$ cat src/rtl/cnn_pkg.sv
// cnn_pkg: shared constants, state tags, packet structs and requantizer for the CNN processing element
package cnn_pkg;
  localparam int LANES     = 4;
  localparam int DW        = 8;
  localparam int DEPTH     = 16;
  localparam int AW        = 4;
  localparam int ACC_W     = 24;
  localparam int OUT_SHIFT = 8;
  localparam int PW        = 2 * DW + 1;

  typedef enum logic [2:0] {
    INVALID = 3'd0,
    VALID   = 3'd1,
    CNN_FIN = 3'd2
  } PE_STATE;

  // State tag is kept as raw 3 bits so undefined codes travel through unchanged
  typedef struct packed {
    logic [2:0]               PE_state;
    logic [LANES-1:0][DW-1:0] A;
    logic [DW-1:0]            wrb_data;
    logic [AW-1:0]            wrb_addr;
    logic [LANES-1:0]         wrb;
    logic [AW-1:0]            rdb_addr;
  } PE_IN_PACKET;

  typedef struct packed {
    logic [2:0]    PE_state;
    logic [DW-1:0] data;
  } PE_OUT_PACKET;

  // Arithmetic shift down, then clamp negatives to 0 and large values to all-ones
  function automatic logic [DW-1:0] requant(input logic [ACC_W-1:0] v);
    logic signed [ACC_W-1:0] s;
    s = $signed(v) >>> OUT_SHIFT;
    return s[ACC_W-1] ? '0 : |s[ACC_W-2:DW] ? {DW{1'b1}} : s[DW-1:0];
  endfunction
endpackage

$ cat src/rtl/pe_weight_bank.sv
// pe_weight_bank: per-lane weight register file, one write port and one registered read-first port
module pe_weight_bank
  import cnn_pkg::*;
(
  input  logic          clk,
  input  logic          rst_n,
  input  logic          we,
  input  logic [AW-1:0] wr_addr,
  input  logic [DW-1:0] wr_data,
  input  logic [AW-1:0] rd_addr,
  output logic [DW-1:0] rd_data
);
  logic [DEPTH-1:0][DW-1:0] mem_q, mem_d;
  logic [DW-1:0]            rd_q, rd_d;

  // Write updates one entry; the read samples pre-write contents so a same-address access returns old data
  always_comb begin
    mem_d = mem_q;
    if (we) mem_d[wr_addr] = wr_data;
    rd_d = mem_q[rd_addr];
  end

  // Storage and read register, cleared by reset
  always_ff @(posedge clk or negedge rst_n)
    if (!rst_n) begin
      mem_q <= '0;
      rd_q  <= '0;
    end else begin
      mem_q <= mem_d;
      rd_q  <= rd_d;
    end

  assign rd_data = rd_q;
endmodule

$ cat src/rtl/cnn_pe.sv
// cnn_pe: 4-lane multiply-accumulate processing element with requantized 8-bit output
module cnn_pe
  import cnn_pkg::*;
(
  input  logic         clk,
  input  logic         reset,
  input  PE_IN_PACKET  pe_in_pk,
  output PE_OUT_PACKET pe_out_pk
);
  logic [LANES-1:0][DW-1:0] w;
  logic [LANES-1:0][DW-1:0] a1_q, a1_d;
  logic [LANES-1:0][PW-1:0] p_q, p_d;
  logic [2:0]               st1_q, st1_d, st2_q, st2_d, st3_q, st3_d;
  logic [ACC_W-1:0]         acc_q, acc_d, sum, tot;
  logic [DW-1:0]            data_q, data_d;

  for (genvar k = 0; k < LANES; k++) begin : g_bank
    pe_weight_bank u_bank (
      .clk    (clk),
      .rst_n  (reset),
      .we     (pe_in_pk.wrb[k]),
      .wr_addr(pe_in_pk.wrb_addr),
      .wr_data(pe_in_pk.wrb_data),
      .rd_addr(pe_in_pk.rdb_addr),
      .rd_data(w[k])
    );
  end

  // S1 captures activations and tag alongside the bank read; S2 forms unsigned-by-signed lane products
  always_comb begin
    a1_d  = pe_in_pk.A;
    st1_d = pe_in_pk.PE_state;
    st2_d = st1_q;
    for (int i = 0; i < LANES; i++)
      p_d[i] = $signed({{(PW-DW){1'b0}}, a1_q[i]}) * $signed({{(PW-DW){w[i][DW-1]}}, w[i]});
  end

  // S3 sums the products, accumulates on VALID, and on CNN_FIN emits the requantized total and clears
  always_comb begin
    sum = '0;
    for (int i = 0; i < LANES; i++)
      sum = sum + {{(ACC_W-PW){p_q[i][PW-1]}}, p_q[i]};
    tot    = acc_q + sum;
    st3_d  = st2_q;
    acc_d  = st2_q == VALID ? tot : st2_q == CNN_FIN ? '0 : acc_q;
    data_d = st2_q == CNN_FIN ? requant(tot) : data_q;
  end

  // Pipeline, accumulator and output registers; reset drops any partial sum
  always_ff @(posedge clk or negedge reset)
    if (!reset) begin
      a1_q   <= '0;
      p_q    <= '0;
      st1_q  <= INVALID;
      st2_q  <= INVALID;
      st3_q  <= INVALID;
      acc_q  <= '0;
      data_q <= '0;
    end else begin
      a1_q   <= a1_d;
      p_q    <= p_d;
      st1_q  <= st1_d;
      st2_q  <= st2_d;
      st3_q  <= st3_d;
      acc_q  <= acc_d;
      data_q <= data_d;
    end

  assign pe_out_pk.PE_state = st3_q;
  assign pe_out_pk.data     = data_q;
endmodule

$ cat config.mk
export PLATFORM = sky130hd
export DESIGN_NAME = cnn_pe
export DESIGN_NICKNAME = d
export VERILOG_FILES = /design/src/rtl/cnn_pkg.sv /design/src/rtl/pe_weight_bank.sv /design/src/rtl/cnn_pe.sv
export SDC_FILE = /design/constraint.sdc
export NUM_CORES = 1
export LEC_CHECK = 0
export ABC_CLOCK_PERIOD_IN_PS = 15000
export CORE_MARGIN = 1.5
export CORE_UTILIZATION = 40
export CTS_CLUSTER_DIAMETER = 120
export DETAILED_ROUTE_END_ITERATION = 10
export GPL_TIMING_DRIVEN = 0
export MAX_ROUTING_LAYER = met4
export PLACE_DENSITY_LB_ADDON = 0.2
export RECOVER_POWER = 100
export SYNTH_ARGS = -nofsm -noshare
export SYNTH_HDL_FRONTEND = slang
export SYNTH_HIERARCHICAL = 1
export SYNTH_SLANG_ARGS = --single-unit
$ cat constraint.sdc
create_clock -name clk -period 15 [get_ports clk]
set_input_delay 3 -clock clk [delete_from_list [all_inputs] [get_ports clk]]
set_output_delay 3 -clock clk [all_outputs]
set_load 0.02 [all_outputs]
Yosys cells after proc, flatten, opt, wreduce, memory -nomap -nowiden

Index checks and enable logic that the tools add are counted.

Register bits: 685
Memories kept: 0
Latch bits: 0
Input port bits: 57
Output and inout port bits: 11
RAM bits: 0
Word-level logic and storage cells: 115
ROM bits: 0

$lt $le $gt $ge: 3
Eq/ne operators: 2
Bitwise gates (word level): 0
Multiplexer cells: 18
$add $sub $neg: 4
Div/mod/pow operators: 0
Reductions and logical operators: 3
Multiply operators: 4
Shift operators: 0

Operators with widths:

| cell               | count |
|---|---|
| $bwmux 128         | 4 |
| $bmux 8 s4         | 4 |
| $mul 9x8->17       | 4 |
| $mux 8             | 7 |
| $mux 24            | 2 |
| $demux 8 s4        | 1 |
| $add 24x24->24     | 1 |
| $add 19x17->20     | 1 |
| $add 18x17->19     | 1 |
| $add 17x17->18     | 1 |
| $lt 4x5->1 const B | 2 |
| $reduce_or 8->1    | 1 |
| $ge 4x1->1 const B | 1 |
| $eq 3x1->1 const B | 1 |
| $eq 3x2->1 const B | 1 |
| $reduce_bool 2->1  | 1 |
| $logic_and 1x1->1  | 1 |

Depth between registers and ports, before layout

Word-level depth: 7
Mapped depth: 25

By module

Netlist, hierarchy kept.

Modules (own cells, without submodules):

| module                                 | area each (sq um) | times used | sequential area each (sq um) | cells an instance |
|---|---|---|---|---|
| pe_weight_bank at g_bank[0].u_bank ... | 6018.3            | 3          | 3403.3                       | 370 |
| cnn_pe                                 | 15671.3           | 1          | 3528.4                       | 1624 |
| pe_weight_bank at g_bank[3].u_bank     | 6115.9            | 1          | 3403.3                       | 373 |

Worst setup path before layout

OpenSTA, ideal clock, no wires.

Path kind: register -> register
From: register p_q[1] (netlist name)
To: register data_q[0]
Period minus slack after synthesis: 5480 ps
Required time: 14874 ps
Data arrival time: 5354 ps
Slack: 9520 ps
Stages on the path, launching flop included: 23
Cell sequence: dfrtp_1 -> inv_1 -> fa_1 -> fa_1 -> inv_1 -> ha_1 -> fa_1 -> a211oi_1 -> nor2_1 -> o311ai_1 -> a31oi_1 -> o31ai_2 -> ha_1 -> buf_2 -> a21oi_1 -> o21ai_0 -> o32ai_1 -> a31o_2 -> a41oi_1 -> mux2i_1 -> or3_1 -> buf_6 -> o32a_1

Cells in the longest elaborated chain, start to end: 7

RTL lines:

| item                   | RTL line      | source |
|---|---|---|
| start, declared        | cnn_pe.sv:12  | `logic [LANES-1:0][PW-1:0] p_q, p_d;` |
| start signal, assigned | cnn_pe.sv:61  | `p_q <= p_d;` |
| $add 17x17->18 (*)     | cnn_pe.sv:42  | `sum = sum + {{(ACC_W-PW){p_q[i][PW-1]}}, p_q[i]};` |
| $add 18x17->19 (*)     | cnn_pe.sv:42  |  |
| $add 19x17->20 (*)     | cnn_pe.sv:42  |  |
| $add 24x24->24 (*)     | cnn_pe.sv:43  | `tot = acc_q + sum;` |
| $reduce_or 8->1        | cnn_pkg.sv:36 | `return s[ACC_W-1] ? '0 : \|s[ACC_W-2:DW] ? {DW{1'b1}} : s[DW-1:0];` |
| $mux 8                 | cnn_pkg.sv:36 |  |
| $mux 8 (*)             | cnn_pkg.sv:36 |  |
| end signal, assigned   | cnn_pe.sv:66  | `data_q <= data_d;` |
| end, declared          | cnn_pe.sv:15  | `logic [DW-1:0] data_q, data_d;` |

Mark *: on every way between the ends. The rest lies on a longest branch, timed or not.
A chain may end at the register's enable or synchronous reset.

==> results.json <==
{
  "nNetsFinal": 3717,
  "syn-num-nets": 3562,
  "ant_nets": 0,
  "synth_most_common_cell": "dfrtp_1",
  "yosys.area_share.adder": 0.1597,
  "cts_buffer_depth": 3,
  "first_iter_violations": 1407,
  "clock_latency_ps": 670,
  "wl_per_cell_um": 20.95,
  "antenna_found_initial": 9,
  "synthArstFlopShare": 1.000,
  "place.port_buffers": 66,
  "cts_num_sinks": 685,
  "cts_made_buffers": 81,
  "p_per_area_nw_per_um2": 248.2,
  "num_io_pins": 68,
  "htreeDepth": 3,
  "max_stage_delay_ps": 2990,
  "synth.top_cell.area_share": 0.4302,
  "layout_setup_ws_ps": 5552,
  "route.detailed.drc": 0,
  "ys.flop_type": "dfrtp_1",
  "clockRootBuffer": "clkbuf_16",
  "setup.worst_path.start_class": "input pin",
  "synthMuxAreaShare": 0.2186,
  "hold_class": "reg2reg",
  "status": "finished with violations",
  "synthesis.area_um2": 39840,
  "slew_viol_final": 249,
  "clk_pin_slew_ps": 50,
  "synth-edff-count": 0,
  "synth_area_leaders": "dfrtp_1, mux2_2, fa_1",
  "vdd_drop_max_uv": 364.0,
  "cts_setup_buffers": 0,
  "worstPathCellList": "clkbuf_1, buf_16, buf_16, clkbuf_1",
  "synth_compound_area_frac": 0.04814,
  "cpMaxStageDelayCell": "clkbuf_1",
  "finClkSkew_ps": 55.23,
  "drive_gt1_frac": 0.2402,
  "die_h_um": 318.6,
  "hold_viol": 0,
  "die-area_um2": 101500,
  "crit_arrival_ps": 9220,
  "synthSimpleGateAreaFrac": 0.08231,
  "final_cells": 4614,
  "globalRouteTotalUtil": 0.2025,
  "power.leakage_nw": 20.27,
  "dp_worst_setup_slack_ps": 8395,
  "core_um2": 98560,
  "utilization": 0.4527,
  "violations": "max-capacitance violations, max-slew violations",
  "synth.avg_cell_area_um2": 12.82,
  "postSynthCellCount": 3107,
  "synth_common_cells": "dfrtp_1, mux2_2, inv_1, ha_1, fa_1",
  "crit_type": "in2async",
  "cp.required_ps": 14780,
  "setup_viol": 0,
  "synth.distinct_cells": 82,
  "post_cts_resized": 0,
  "area_growth_pct": 12.00,
  "dr_total_vias": 24280,
  "drv_cap": 7,
  "nFillCells": 9029,
  "ys_ff_latch": 685,
  "cts_tree": "done",
  "max_slew_margin": -2.363,
  "synth_top_family_by_area": "multiplexers",
  "first_global_vias": 25596,
  "rsz0062_at_grt": "no",
  "crit_path_end_kind": "asynchronous set/reset pin",
  "num_rows": 115,
  "worstMarginPinSlew_ps": 5044,
  "ctsHoldBuffers": 0,
  "synth_top_cell_by_area": "dfrtp_1",
  "min_period_ps": 9448,
  "finalCritPeriodShare": 0.6299,
  "dp_cells": 4466,
  "viasPerCell": 5.262,
  "grt_max_degree": 124,
  "start_util": 0.4042,
  "synthXorXnorAreaFrac": 0.01749,
  "fin_setup_tns_ps": 0,
  "worst_hold_slack_ps": 345.3,
  "hpwlAfterDp_um": 67800,
  "grt_overflow": 0,
  "yosys_warnings": 6,
  "firstDrtPassIters": 5,
  "fp.dieW_um": 318.6,
  "wl_um": 96670,
  "globalplace.congestion": 0.8625,
  "clock.fmax_mhz": 105.8,
  "yosysSeqAreaShare": 0.4302,
  "critPathMaxFanout": 116,
  "grt_pass1_wl_um": 153700
}
[area by class of cell]
| cell class | count | area (um2) | share of cell area |
|---|---|---|---|
| inverter | 326 | 1224 | 0.02742 |
| clock buffer | 114 | 2281 | 0.05112 |
| sequential | 685 | 17140 | 0.3842 |
| multi-input combinational | 1994 | 20690 | 0.4637 |
| timing repair buffer | 72 | 745.7 | 0.01671 |
| tap | 1287 | 1610 | 0.03609 |
| antenna | 5 | 12.51 | 0.0002804 |
| buffer | 102 | 456.7 | 0.01023 |
| clock inverter | 29 | 460.4 | 0.01032 |
[kinds of logic (layout without fill, tap and decap cells)]
kind of cell	count (synthesis)	after routing
DFF	685	685
muxes	643	643
and+or+nand+nor	605	605
buffers and inverters	428	643
adders and majority gates	398	398
AOI/OAI and AO/OA	270	270
xor gates and xnor gates	78	78
other	0	5
[critical path, delay by kind of cell]
family / cells / cell delay (ps)
buf+inv: 4 / 6000
[final timing paths]
path,slack [ps],endpoint,cells after the start,start
min in group asynchronous,3320,a1_q[24]$_DFF_PN0_,1,reset
max reg2reg,7420,data_q[1]$_DFFE_PN0N_,22,p_q[18]$_DFF_PN0_
min reg2reg,350,st2_q[1]$_DFF_PN0_,0,st1_q[1]$_DFF_PN0_
min,350,st2_q[1]$_DFF_PN0_,0,st1_q[1]$_DFF_PN0_
max in group clk,7420,data_q[1]$_DFFE_PN0N_,22,p_q[18]$_DFF_PN0_
max,5550,g_bank[2].u_bank/mem_q[46]$_DFFE_PN0P_,4,reset
[where the power goes]
part | switching [mW] | internal (mW)
sequential | 0.277 | 2.34
clock | 0.820 | 1.19
combinational | 3.77 | 2.67
total | 4.86 | 6.21
[flip-flops by register name, indices dropped and copies added (netlist names)]
name	cells
st2_q	3
st1_q	3
g_bank.u_bank/rd_data	32
g_bank.u_bank/mem_q	512
p_q	68
data_q	8
st3_q	3
acc_q	24
a1_q	32
[stage by stage]
stage / power (mW) / area, um2
2_1_floorplan: 7.525 / 39840
3_3_place_gp: 9.201 / 42110
3_5_place_dp: 9.221 / 42260
4_1_cts: 11.31 / 45000
5_1_grt: 12.06 / 44620
6_report: 11.07 / 44620
[metal layers]
metal / part of all wire / global-route usage
met4: 0.017 / 0.04179
met2: 0.49 / 0.3254
met5: 0 / -
met1: 0.47 / 0.2760
met3: 0.030 / 0.02582
[layout by cell type (no fill, tap or decap), types with 17 or more instances in the layout]
master / n
and2_1: 121
clkbuf_16: 81
dlygate4sd3_1: 51
mux2_2: 502
nor3_1: 22
and2_0: 24
xnor2_1: 61
inv_1: 326
mux4_2: 128
dfrtp_1: 685
a22oi_1: 68
o21ai_0: 44
nor2b_1: 31
nand2b_1: 50
nor2_1: 114
ha_1: 214
fa_1: 184
clkbuf_1: 98
nand3_1: 17
a21oi_1: 46
nand2_1: 177
Note: power is estimated with default switching activity, not from simulation.
